--- src/rtl/fp_pkg.sv ---
// Shared definitions for the floating-point multiplier: FSM states, flag bit
// positions and field-classification helpers usable for any exponent/fraction
// width up to a 64-bit encoding.
package fp_pkg;

  typedef enum logic [2:0] {
    IDLE,
    UNPACK,
    MULT,
    NORM,
    ROUND,
    DONE
  } state_t;

  // Bit positions inside the 4-bit flags word {invalid, overflow, underflow, inexact}
  localparam int FLG_INV = 3;
  localparam int FLG_OVF = 2;
  localparam int FLG_UNF = 1;
  localparam int FLG_INX = 0;

  // Callers pass the whole encoding zero-extended to 64 bits.
  function automatic logic [63:0] fp_exp_field(input int exp_w, input int man_w,
                                               input logic [63:0] x);
    return (x >> man_w) & ((64'd1 << exp_w) - 64'd1);
  endfunction

  function automatic logic [63:0] fp_frac_field(input int man_w, input logic [63:0] x);
    return x & ((64'd1 << man_w) - 64'd1);
  endfunction

  function automatic logic fp_is_nan(input int exp_w, input int man_w, input logic [63:0] x);
    return (fp_exp_field(exp_w, man_w, x) == ((64'd1 << exp_w) - 64'd1)) &&
           (fp_frac_field(man_w, x) != 64'd0);
  endfunction

  function automatic logic fp_is_inf(input int exp_w, input int man_w, input logic [63:0] x);
    return (fp_exp_field(exp_w, man_w, x) == ((64'd1 << exp_w) - 64'd1)) &&
           (fp_frac_field(man_w, x) == 64'd0);
  endfunction

  // Denormals are flushed: any operand with a zero exponent field counts as zero.
  function automatic logic fp_is_zero(input int exp_w, input int man_w, input logic [63:0] x);
    return fp_exp_field(exp_w, man_w, x) == 64'd0;
  endfunction

  // Positive quiet NaN: exponent all ones, fraction MSB set.
  function automatic logic [63:0] fp_qnan(input int exp_w, input int man_w);
    return (((64'd1 << exp_w) - 64'd1) << man_w) | (64'd1 << (man_w - 1));
  endfunction

endpackage

--- src/rtl/fp_mant_shiftadd.sv ---
// Iterative radix-2 shift-add unsigned multiplier. start loads the operands;
// one partial product is accumulated per cycle for N cycles. done is high
// during the cycle whose edge performs the final step, so product is complete
// in the cycle after done.
module fp_mant_shiftadd #(
  parameter int N = 24
) (
  input  logic           clk,
  input  logic           rst,
  input  logic           start,
  input  logic [N-1:0]   mcand,
  input  logic [N-1:0]   mplier,
  output logic           done,
  output logic [2*N-1:0] product
);

  localparam int CW = $clog2(N);

  logic [CW-1:0]  cnt_reg;
  logic           busy_reg;
  logic [N-1:0]   mcand_reg;
  logic [2*N-1:0] prod_reg;
  logic [N:0]     sum_next;
  logic [2*N-1:0] prod_next;

  // One step: add the multiplicand to the upper half when the multiplier LSB is set, then shift right.
  always_comb begin
    sum_next  = {1'b0, prod_reg[2*N-1:N]} + (prod_reg[0] ? {1'b0, mcand_reg} : '0);
    prod_next = {sum_next, prod_reg[N-1:1]};
  end

  // Operand load on start, then count down from N-1 to 0 applying one step per cycle.
  always_ff @(posedge clk) begin
    if (rst) begin
      busy_reg  <= 1'b0;
      cnt_reg   <= '0;
      mcand_reg <= '0;
      prod_reg  <= '0;
    end else if (start) begin
      busy_reg  <= 1'b1;
      cnt_reg   <= CW'(N - 1);
      mcand_reg <= mcand;
      prod_reg  <= {{N{1'b0}}, mplier};
    end else if (busy_reg) begin
      prod_reg <= prod_next;
      if (cnt_reg == '0) busy_reg <= 1'b0;
      else               cnt_reg  <= cnt_reg - 1'b1;
    end
  end

  assign done    = busy_reg && (cnt_reg == '0);
  assign product = prod_reg;

endmodule

--- src/rtl/fp_mul_iterative_pipe.sv ---
// Sequential floating-point multiplier with valid/ready on both sides.
// Fixed latency for every operand class: specials are resolved at unpack time
// but still travel through the multiply/normalise/round states.
module fp_mul_iterative_pipe
  import fp_pkg::*;
#(
  parameter int EXP_W   = 8,
  parameter int MAN_W   = 23,
  parameter int RND_RNE = 1,
  localparam int W      = 1 + EXP_W + MAN_W
) (
  input  logic         clk,
  input  logic         rst,
  input  logic         in_valid,
  output logic         in_ready,
  input  logic [W-1:0] a,
  input  logic [W-1:0] b,
  output logic         out_valid,
  input  logic         out_ready,
  output logic [W-1:0] result,
  output logic [3:0]   flags
);

  localparam int M    = MAN_W + 1;
  localparam int EW   = EXP_W + 2;
  localparam logic signed [EW-1:0] BIAS_S = EW'(2 ** (EXP_W - 1) - 1);
  localparam logic signed [EW-1:0] EMAX_S = EW'(2 ** EXP_W - 1);
  localparam logic signed [EW-1:0] ONE_S  = EW'(1);
  localparam logic signed [EW-1:0] ZERO_S = EW'(0);

  state_t state_reg, state_next;

  logic [W-1:0]          a_reg, b_reg;
  logic                  sign_reg;
  logic                  spec_reg;
  logic [W-1:0]          spec_res_reg;
  logic [3:0]            spec_flg_reg;
  logic signed [EW-1:0]  exp_reg;
  logic [2*M-1:0]        norm_reg;
  logic [W-1:0]          result_reg;
  logic [3:0]            flags_reg;

  logic                  mul_start, mul_done;
  logic [2*M-1:0]        mul_product;

  logic                  a_nan, b_nan, a_inf, b_inf, a_zero, b_zero, sign_ab;
  logic                  spec_hit;
  logic [W-1:0]          spec_res;
  logic [3:0]            spec_flg;

  logic [M-1:0]          mant;
  logic                  guard_bit, sticky_bit, round_up;
  logic [M:0]            mant_rnd;
  logic signed [EW-1:0]  exp_rnd;
  logic [MAN_W-1:0]      frac_rnd;
  logic [W-1:0]          res_rnd;
  logic [3:0]            flg_rnd;

  assign a_nan   = fp_is_nan(EXP_W, MAN_W, 64'(a_reg));
  assign b_nan   = fp_is_nan(EXP_W, MAN_W, 64'(b_reg));
  assign a_inf   = fp_is_inf(EXP_W, MAN_W, 64'(a_reg));
  assign b_inf   = fp_is_inf(EXP_W, MAN_W, 64'(b_reg));
  assign a_zero  = fp_is_zero(EXP_W, MAN_W, 64'(a_reg));
  assign b_zero  = fp_is_zero(EXP_W, MAN_W, 64'(b_reg));
  assign sign_ab = a_reg[W-1] ^ b_reg[W-1];

  // Special-operand result in priority order: NaN, inf*0, inf, zero.
  always_comb begin
    spec_hit = 1'b1;
    spec_res = '0;
    spec_flg = '0;
    if (a_nan || b_nan) begin
      spec_res = W'(fp_qnan(EXP_W, MAN_W));
    end else if ((a_inf && b_zero) || (a_zero && b_inf)) begin
      spec_res          = W'(fp_qnan(EXP_W, MAN_W));
      spec_flg[FLG_INV] = 1'b1;
    end else if (a_inf || b_inf) begin
      spec_res = {sign_ab, {EXP_W{1'b1}}, {MAN_W{1'b0}}};
    end else if (a_zero || b_zero) begin
      spec_res = {sign_ab, {(W-1){1'b0}}};
    end else begin
      spec_hit = 1'b0;
    end
  end

  assign mul_start = (state_reg == UNPACK);

  fp_mant_shiftadd #(.N(M)) u_mant (
    .clk     (clk),
    .rst     (rst),
    .start   (mul_start),
    .mcand   ({1'b1, a_reg[MAN_W-1:0]}),
    .mplier  ({1'b1, b_reg[MAN_W-1:0]}),
    .done    (mul_done),
    .product (mul_product)
  );

  // Round the normalised product: guard is the first dropped bit, everything below folds into sticky.
  always_comb begin
    mant       = norm_reg[2*M-1:M];
    guard_bit  = norm_reg[M-1];
    sticky_bit = |norm_reg[M-2:0];
    round_up   = (RND_RNE != 0) && guard_bit && (sticky_bit || mant[0]);
    mant_rnd   = {1'b0, mant} + {{M{1'b0}}, round_up};
    exp_rnd    = mant_rnd[M] ? exp_reg + ONE_S : exp_reg;
    frac_rnd   = mant_rnd[M] ? mant_rnd[MAN_W:1] : mant_rnd[MAN_W-1:0];
    res_rnd    = {sign_reg, exp_rnd[EXP_W-1:0], frac_rnd};
    flg_rnd    = '0;
    flg_rnd[FLG_INX] = guard_bit | sticky_bit;
    if (spec_reg) begin
      res_rnd = spec_res_reg;
      flg_rnd = spec_flg_reg;
    end else if (exp_rnd >= EMAX_S) begin
      res_rnd          = {sign_reg, {EXP_W{1'b1}}, {MAN_W{1'b0}}};
      flg_rnd[FLG_OVF] = 1'b1;
      flg_rnd[FLG_INX] = 1'b1;
    end else if (exp_rnd <= ZERO_S) begin
      res_rnd          = {sign_reg, {(W-1){1'b0}}};
      flg_rnd[FLG_UNF] = 1'b1;
    end
  end

  // Next-state logic and handshake outputs.
  always_comb begin
    state_next = state_reg;
    in_ready   = (state_reg == IDLE) && !rst;
    out_valid  = (state_reg == DONE);
    case (state_reg)
      IDLE:    if (in_valid && in_ready) state_next = UNPACK;
      UNPACK:  state_next = MULT;
      MULT:    if (mul_done) state_next = NORM;
      NORM:    state_next = ROUND;
      ROUND:   state_next = DONE;
      DONE:    if (out_ready) state_next = IDLE;
      default: state_next = IDLE;
    endcase
  end

  // State register.
  always_ff @(posedge clk) begin
    if (rst) state_reg <= IDLE;
    else     state_reg <= state_next;
  end

  // Datapath: operand capture, classification, exponent sum, normalisation and result hold.
  always_ff @(posedge clk) begin
    if (rst) begin
      a_reg        <= '0;
      b_reg        <= '0;
      sign_reg     <= 1'b0;
      spec_reg     <= 1'b0;
      spec_res_reg <= '0;
      spec_flg_reg <= '0;
      exp_reg      <= '0;
      norm_reg     <= '0;
      result_reg   <= '0;
      flags_reg    <= '0;
    end else begin
      if (in_valid && in_ready) begin
        a_reg <= a;
        b_reg <= b;
      end
      if (state_reg == UNPACK) begin
        sign_reg     <= sign_ab;
        spec_reg     <= spec_hit;
        spec_res_reg <= spec_res;
        spec_flg_reg <= spec_flg;
        exp_reg      <= signed'({2'b00, a_reg[W-2:MAN_W]}) +
                        signed'({2'b00, b_reg[W-2:MAN_W]}) - BIAS_S;
      end
      // Place the leading one at the top bit; a product >= 2.0 bumps the exponent.
      if (state_reg == NORM) begin
        if (mul_product[2*M-1]) begin
          norm_reg <= mul_product;
          exp_reg  <= exp_reg + ONE_S;
        end else begin
          norm_reg <= {mul_product[2*M-2:0], 1'b0};
        end
      end
      if (state_reg == ROUND) begin
        result_reg <= res_rnd;
        flags_reg  <= flg_rnd;
      end
    end
  end

  assign result = result_reg;
  assign flags  = flags_reg;

endmodule
--- config.mk ---
export PLATFORM = sky130hd
export DESIGN_NAME = fp_mul_iterative_pipe
export DESIGN_NICKNAME = d
export VERILOG_FILES = /design/src/rtl/fp_pkg.sv /design/src/rtl/fp_mant_shiftadd.sv /design/src/rtl/fp_mul_iterative_pipe.sv
export SDC_FILE = /design/constraint.sdc
export NUM_CORES = 1
export LEC_CHECK = 0
export CORE_MARGIN = 1.5
export CORE_UTILIZATION = 35
export DETAILED_ROUTE_END_ITERATION = 8
export PLACE_DENSITY = 0.64
export SETUP_SLACK_MARGIN = 0.15
export SLEW_MARGIN = 30
export SYNTH_ARGS = -nofsm -noshare
export SYNTH_HDL_FRONTEND = slang
export SYNTH_HIERARCHICAL = 1
export SYNTH_SLANG_ARGS = --single-unit
--- constraint.sdc ---
create_clock -name clk -period 7.1 [get_ports clk]
set_input_delay 1.42 -clock clk [delete_from_list [all_inputs] [get_ports clk]]
set_output_delay 1.42 -clock clk [all_outputs]
set_load 0.005 [all_outputs]
==> flow_summary.toml <==
[synth]
synth.most_common_cell = "dfxtp_1"
async_flop_share = 0
syn_area_per_cell_um2 = 8.24
synthTopCellsByArea = "dfxtp_1 39%, mux2i_1 8.3%, nand2_1 6.3%"
synth_cell_types = 79
syn-instance-count = 1514
synth_area_leader_cell = "dfxtp_1"
synth_seq_area_share = 0.393
netlist_area_um2 = 12500
ys_seq_elements = 245
synth_top_area_share = 0.393
ys.flop_type = "dfxtp_1"
synth_edf_count = 0
yosys_warnings = 6
synth_common_cells = "245 x dfxtp_1, 208 x nand2_1, 187 x nor2_1"

[timing]
max_freq_ghz = 0.243
hold_viol = 0
rsz0062_at_grt = "false"
finalClockSkew_ps = 15.1
relSlewSlack = 0.416
report.final.slew_viol_count = 0
finalCriticalPeriod_ps = 4120
tightest_slew_ps = 877
period_share = 0.580
finalSetupViolCount = 0
worst_slack_ps = 2980
hold-worst-slack_ps = 442
finalSetupTns_ps = 0

[clocking]
clockBufferDepth = 3
cts_sinks = 245
cts_root_buffer = "clkbuf_16"
cts_inserted_buffers = 28
cts_setup_buffers = 0
clk_pin_slew_ps = 60
post_cts_resized = 0
cts.htree.levels = 1
insertion_delay_ps = 550
tritoncts = "yes"
cts_hold_buf = 0

[routing]
drc_errors = 0
drt_iter0_markers = 621
ant_nets = 0
wirelength_um = 31700
post_drt_via_cell_ratio = 5.24
first_pass_iters = 5
routedWlPerCell_um = 15.6
vias = 10671

[power]
power.leakage_nw = 5.58
ir_worst_vdd_v = 0.000175
power_density_nw_per_um2 = 228

[floorplan]
start_util = 0.359
boundaryPins = 106
fp.dieW_um = 192
row_count = 68
core_region_area_um2 = 34800
die_height_um = 192
die_area_um2 = 36800

[grt]
grtUsageTotal = 0.169
grt_pass1_wl_um = 51500
gr-total-overflow = 0
antenna_found_initial = 0
grt_max_degree = 83
grt_pass1_vias = 9914

[place]
place_congestion = 0.862
port_buffers = 105
hpwl_um = 22700
dp_cells = 1982
place_area_um2 = 13800
post-place-ws_ps = 2970

[layout]
diodes = 0
final_area_um2 = 14800
area_growth_syn_to_layout_pct = 18.9
final_cells = 2035
nets = 1672
layout-drive-gt1-share = 0.0614

[setup_path]
endpoint_kind = "output pin"
cp_max_fo = 3
crit_path_start_kind = "input port"
critPathRequiredTime_ps = 5680
arrival_ps = 2700
crit_type = "input port to output pin"

[job]
drv_cap = 0

[min_path]
hold_path.class = "register to register"

[status]
status = "completed"
## final cells by class
type                       count  area [µm²]
clock buffer                  35         808
inverter                      25        93.8
sequential                   245        4910
fill                        3451       20000
multi-input combinational   1142        7090
tap                          455         569
timing repair buffer         117        1150
clock inverter                16         223
## kinds of logic (layout without fill, tap and decap cells)
group           Yosys count  after routing  share of synthesized area
simple gates            650            650                      0.245
other cells               1              2                   0.000301
buf+inv                 128            193                     0.0398
fa+ha+maj                45             45                     0.0463
mux                     105            105                     0.0843
xor+xnor                 51             51                     0.0358
flops                   245            245                      0.393
compound gates          289            289                      0.156
## path summary, 6_finish.rpt
check,startpoint,end,slack (ps),depth (start not counted)
max reg2reg,norm_reg[23],result[4],3660,8
min,result[1],result[1],440,2
max,rst,in_ready,2980,3
min reg2reg,result[1],result[1],440,2
## where the power goes
group	switching (mW)	internal (mW)	leakage (nW)
Sequential	0.0594	1.43	1.99
Clock	0.592	0.986	0.500
Combinational	0.181	0.130	3.09
## worst max-delay path, cell delays in order
cell,delay [ps]
buf_4,110
nor4_1,530
clkdlybuf4s50_1,630
## placed cells by master, fill, tap and decap left out, types with 11 or more instances in the layout
master	netlist	routed
clkbuf_16	0	29
nand3_1	92	92
xnor2_1	27	27
xor2_1	24	24
dfxtp_1	245	243
nor3_1	22	22
a31oi_1	17	17
a21o_1	11	11
ha_1	43	43
clkdlybuf4s50_1	0	104
and2_1	30	29
a21oi_1	83	83
o31ai_1	13	13
nand2_1	208	207
nor4_1	25	25
a211oi_1	54	54
inv_1	23	23
nand4_1	16	16
and3_1	13	13
o21ai_0	48	48
mux2i_1	104	104
buf_4	2	11
nor2_1	187	186
## per-stage QoR
step / util / power, mW
after floorplan: - / 1.71
after global placement: 0.396 / 1.81
after detailed placement: 0.396 / 1.82
after CTS: 0.426 / 3.40
after global routing: 0.426 / 3.51
final: 0.426 / 3.38
## metal layers
metal | global-route usage | wire (µm)
met1 | 0.253 | 16600
met2 | 0.257 | 13200
met3 | 0.0232 | 1440
met4 | 0.0349 | 513
met5 | 0 | 0
No activity file was read; power rests on OpenSTA's default activity.
==> edit (same flow settings) <==
The parameter `MAN_W` goes from 23 to 46.
--- a/src/rtl/fp_mul_iterative_pipe.sv
+++ b/src/rtl/fp_mul_iterative_pipe.sv
@@ -6,5 +6,5 @@
 #(
   parameter int EXP_W   = 8,
-  parameter int MAN_W   = 23,
+  parameter int MAN_W   = 46,
   parameter int RND_RNE = 1,
   localparam int W      = 1 + EXP_W + MAN_W
Ports: changed (resized a, b and result); port bits go from 106 to 175. No check against the original RTL was run, so the function may have changed too.
==> edit against the unedited design <==
Synthesized cell count rose by 72%. Cell count rose by 74%. Routed wire length rose by 87%. Sequential power rose by 97%. Fmax rose by 0.54%. Synthesized area rose by 76%. Utilization fell by 0.82 points. Sequential cell count rose by 185. Setup slack improved by 22 ps. Power rose by 100%. Critical path depth did not move. Final area rose by 74%. Sequential share of layout area rose by 0.25 points. Critical path type unchanged. Largest power group is now sequential cells.
==> edit: results (changes against the unedited design) <==
initial DRC count=1128 (was 621); vias in the first global route=17480 (was 9914); Max IR drop VDD=0.1675 mV (was 0.1752 mV); IO buf count=174 (was 105); synth unique cells=82 (was 79); Final HPWL DP=43.08 mm (was 22.72 mm); CTS Buf Count=46 (was 28); Reg-to-Reg Start=norm_reg[46] (was norm_reg[23]); final wirelength=59.49 mm (was 31.75 mm); Post-CTS Setup Repair Bufs=0 (unchanged); Synth top cells by count=dfxtp_1, nor2_1, nand2_1 (was dfxtp_1, nand2_1, nor2_1); Reg clk slew, reported paths=60 ps (about the same); layout cell share with drive strength beyond 1=0.05956 (was 0.06139); # nets final=2849 (was 1672); routed vias/inst=5.145 (was 5.244); status=complete, no violations (unchanged); latest clock arrival within the worst-skew pair=580 ps (was 550 ps); Worst-Margin Slew=951.5 ps (was 876.7 ps); Setup Skew=10.29 ps (was 15.12 ps); GRT Resource Usage Total=0.1810 (was 0.1693); drt pass-1 iters=8 (was 5); initial antenna violation count=1 (was 0); synth top area cells=dfxtp_1, mux2i_1, nor2_1, nand2_1, nand3b_1 (was dfxtp_1, mux2i_1, nand2_1, nor2_1, ha_1); routability cong.=0.9207 (was 0.8624); first-pass GRT wire length=94.80 mm (was 51.45 mm); delay-heaviest family, CP=buffers and inverters (unchanged); largest net degree at the start of global routing=246 (was 83); Seq/Total Area, Yosys=0.3920 (was 0.3931); # H-tree levels=2 (was 1); crit-path max FO=25 (was 3)
-- edit: kinds of logic after synthesis --
family / Yosys count / synth area share
flops: 430 / 0.3920
fa+ha+maj: 68 / 0.03943
xor+xnor: 106 / 0.04228
other cells: 1 / 0.0001708
buf+inv: 212 / 0.04028
simple gates: 1110 / 0.2445
mux: 218 / 0.09942
compound gates: 460 / 0.1419
-- edit: cell type report --
type                       count  area (um2)
fill                        6074       35970
clock inverter                19       281.5
sequential                   430        8617
clock buffer                  65        1324
timing repair buffer         190        1936
inverter                      35       136.4
multi-input combinational   1964       12520
tap                          837        1047
-- edit: tightest hold or removal path, stage by stage, from the launching register on --
cell and delay (ps):
dfxtp_1 320, nand2_1 40, o21ai_0 50
-- edit: power by group --
| part | internal, mW | total, mW | switching, mW | leakage (nW) |
|---|---|---|---|---|
| logic | 0.553 | 1.31 | 0.761 | 5.30 |
| clock network | 1.53 | 2.55 | 1.02 | 0.790 |
| registers | 2.65 | 2.94 | 0.293 | 3.49 |
-- edit: layer usage --
layer  global-route usage  vias up  wire [um]
met4              0.05595        0       1638
met5                    0        -          0
li1                     -     9276          -
met2               0.2910      344      26610
met3              0.02837       84       2512
met1               0.2478     8508      28730
-- edit: final timing paths --
check,to,slack (ps),depth (start not counted)
max,in_ready,3000,3
min,result[1],450,2
max reg2reg,result[9],3280,8
min reg2reg,result[1],450,2
-- edit: through the flow --
stage	setup WS [ps]	total power [mW]	cell area, um2	cells	util
after global routing	2900	7.140	25860	3540	0.4182
after floorplan	3935	3.836	21960	2606	-
final	3001	6.806	25860	3540	0.4182
after global placement	2940	4.262	24150	3453	0.3906
after CTS	2640	6.866	25790	3538	0.4172
after detailed placement	2641	4.303	24190	3454	0.3913
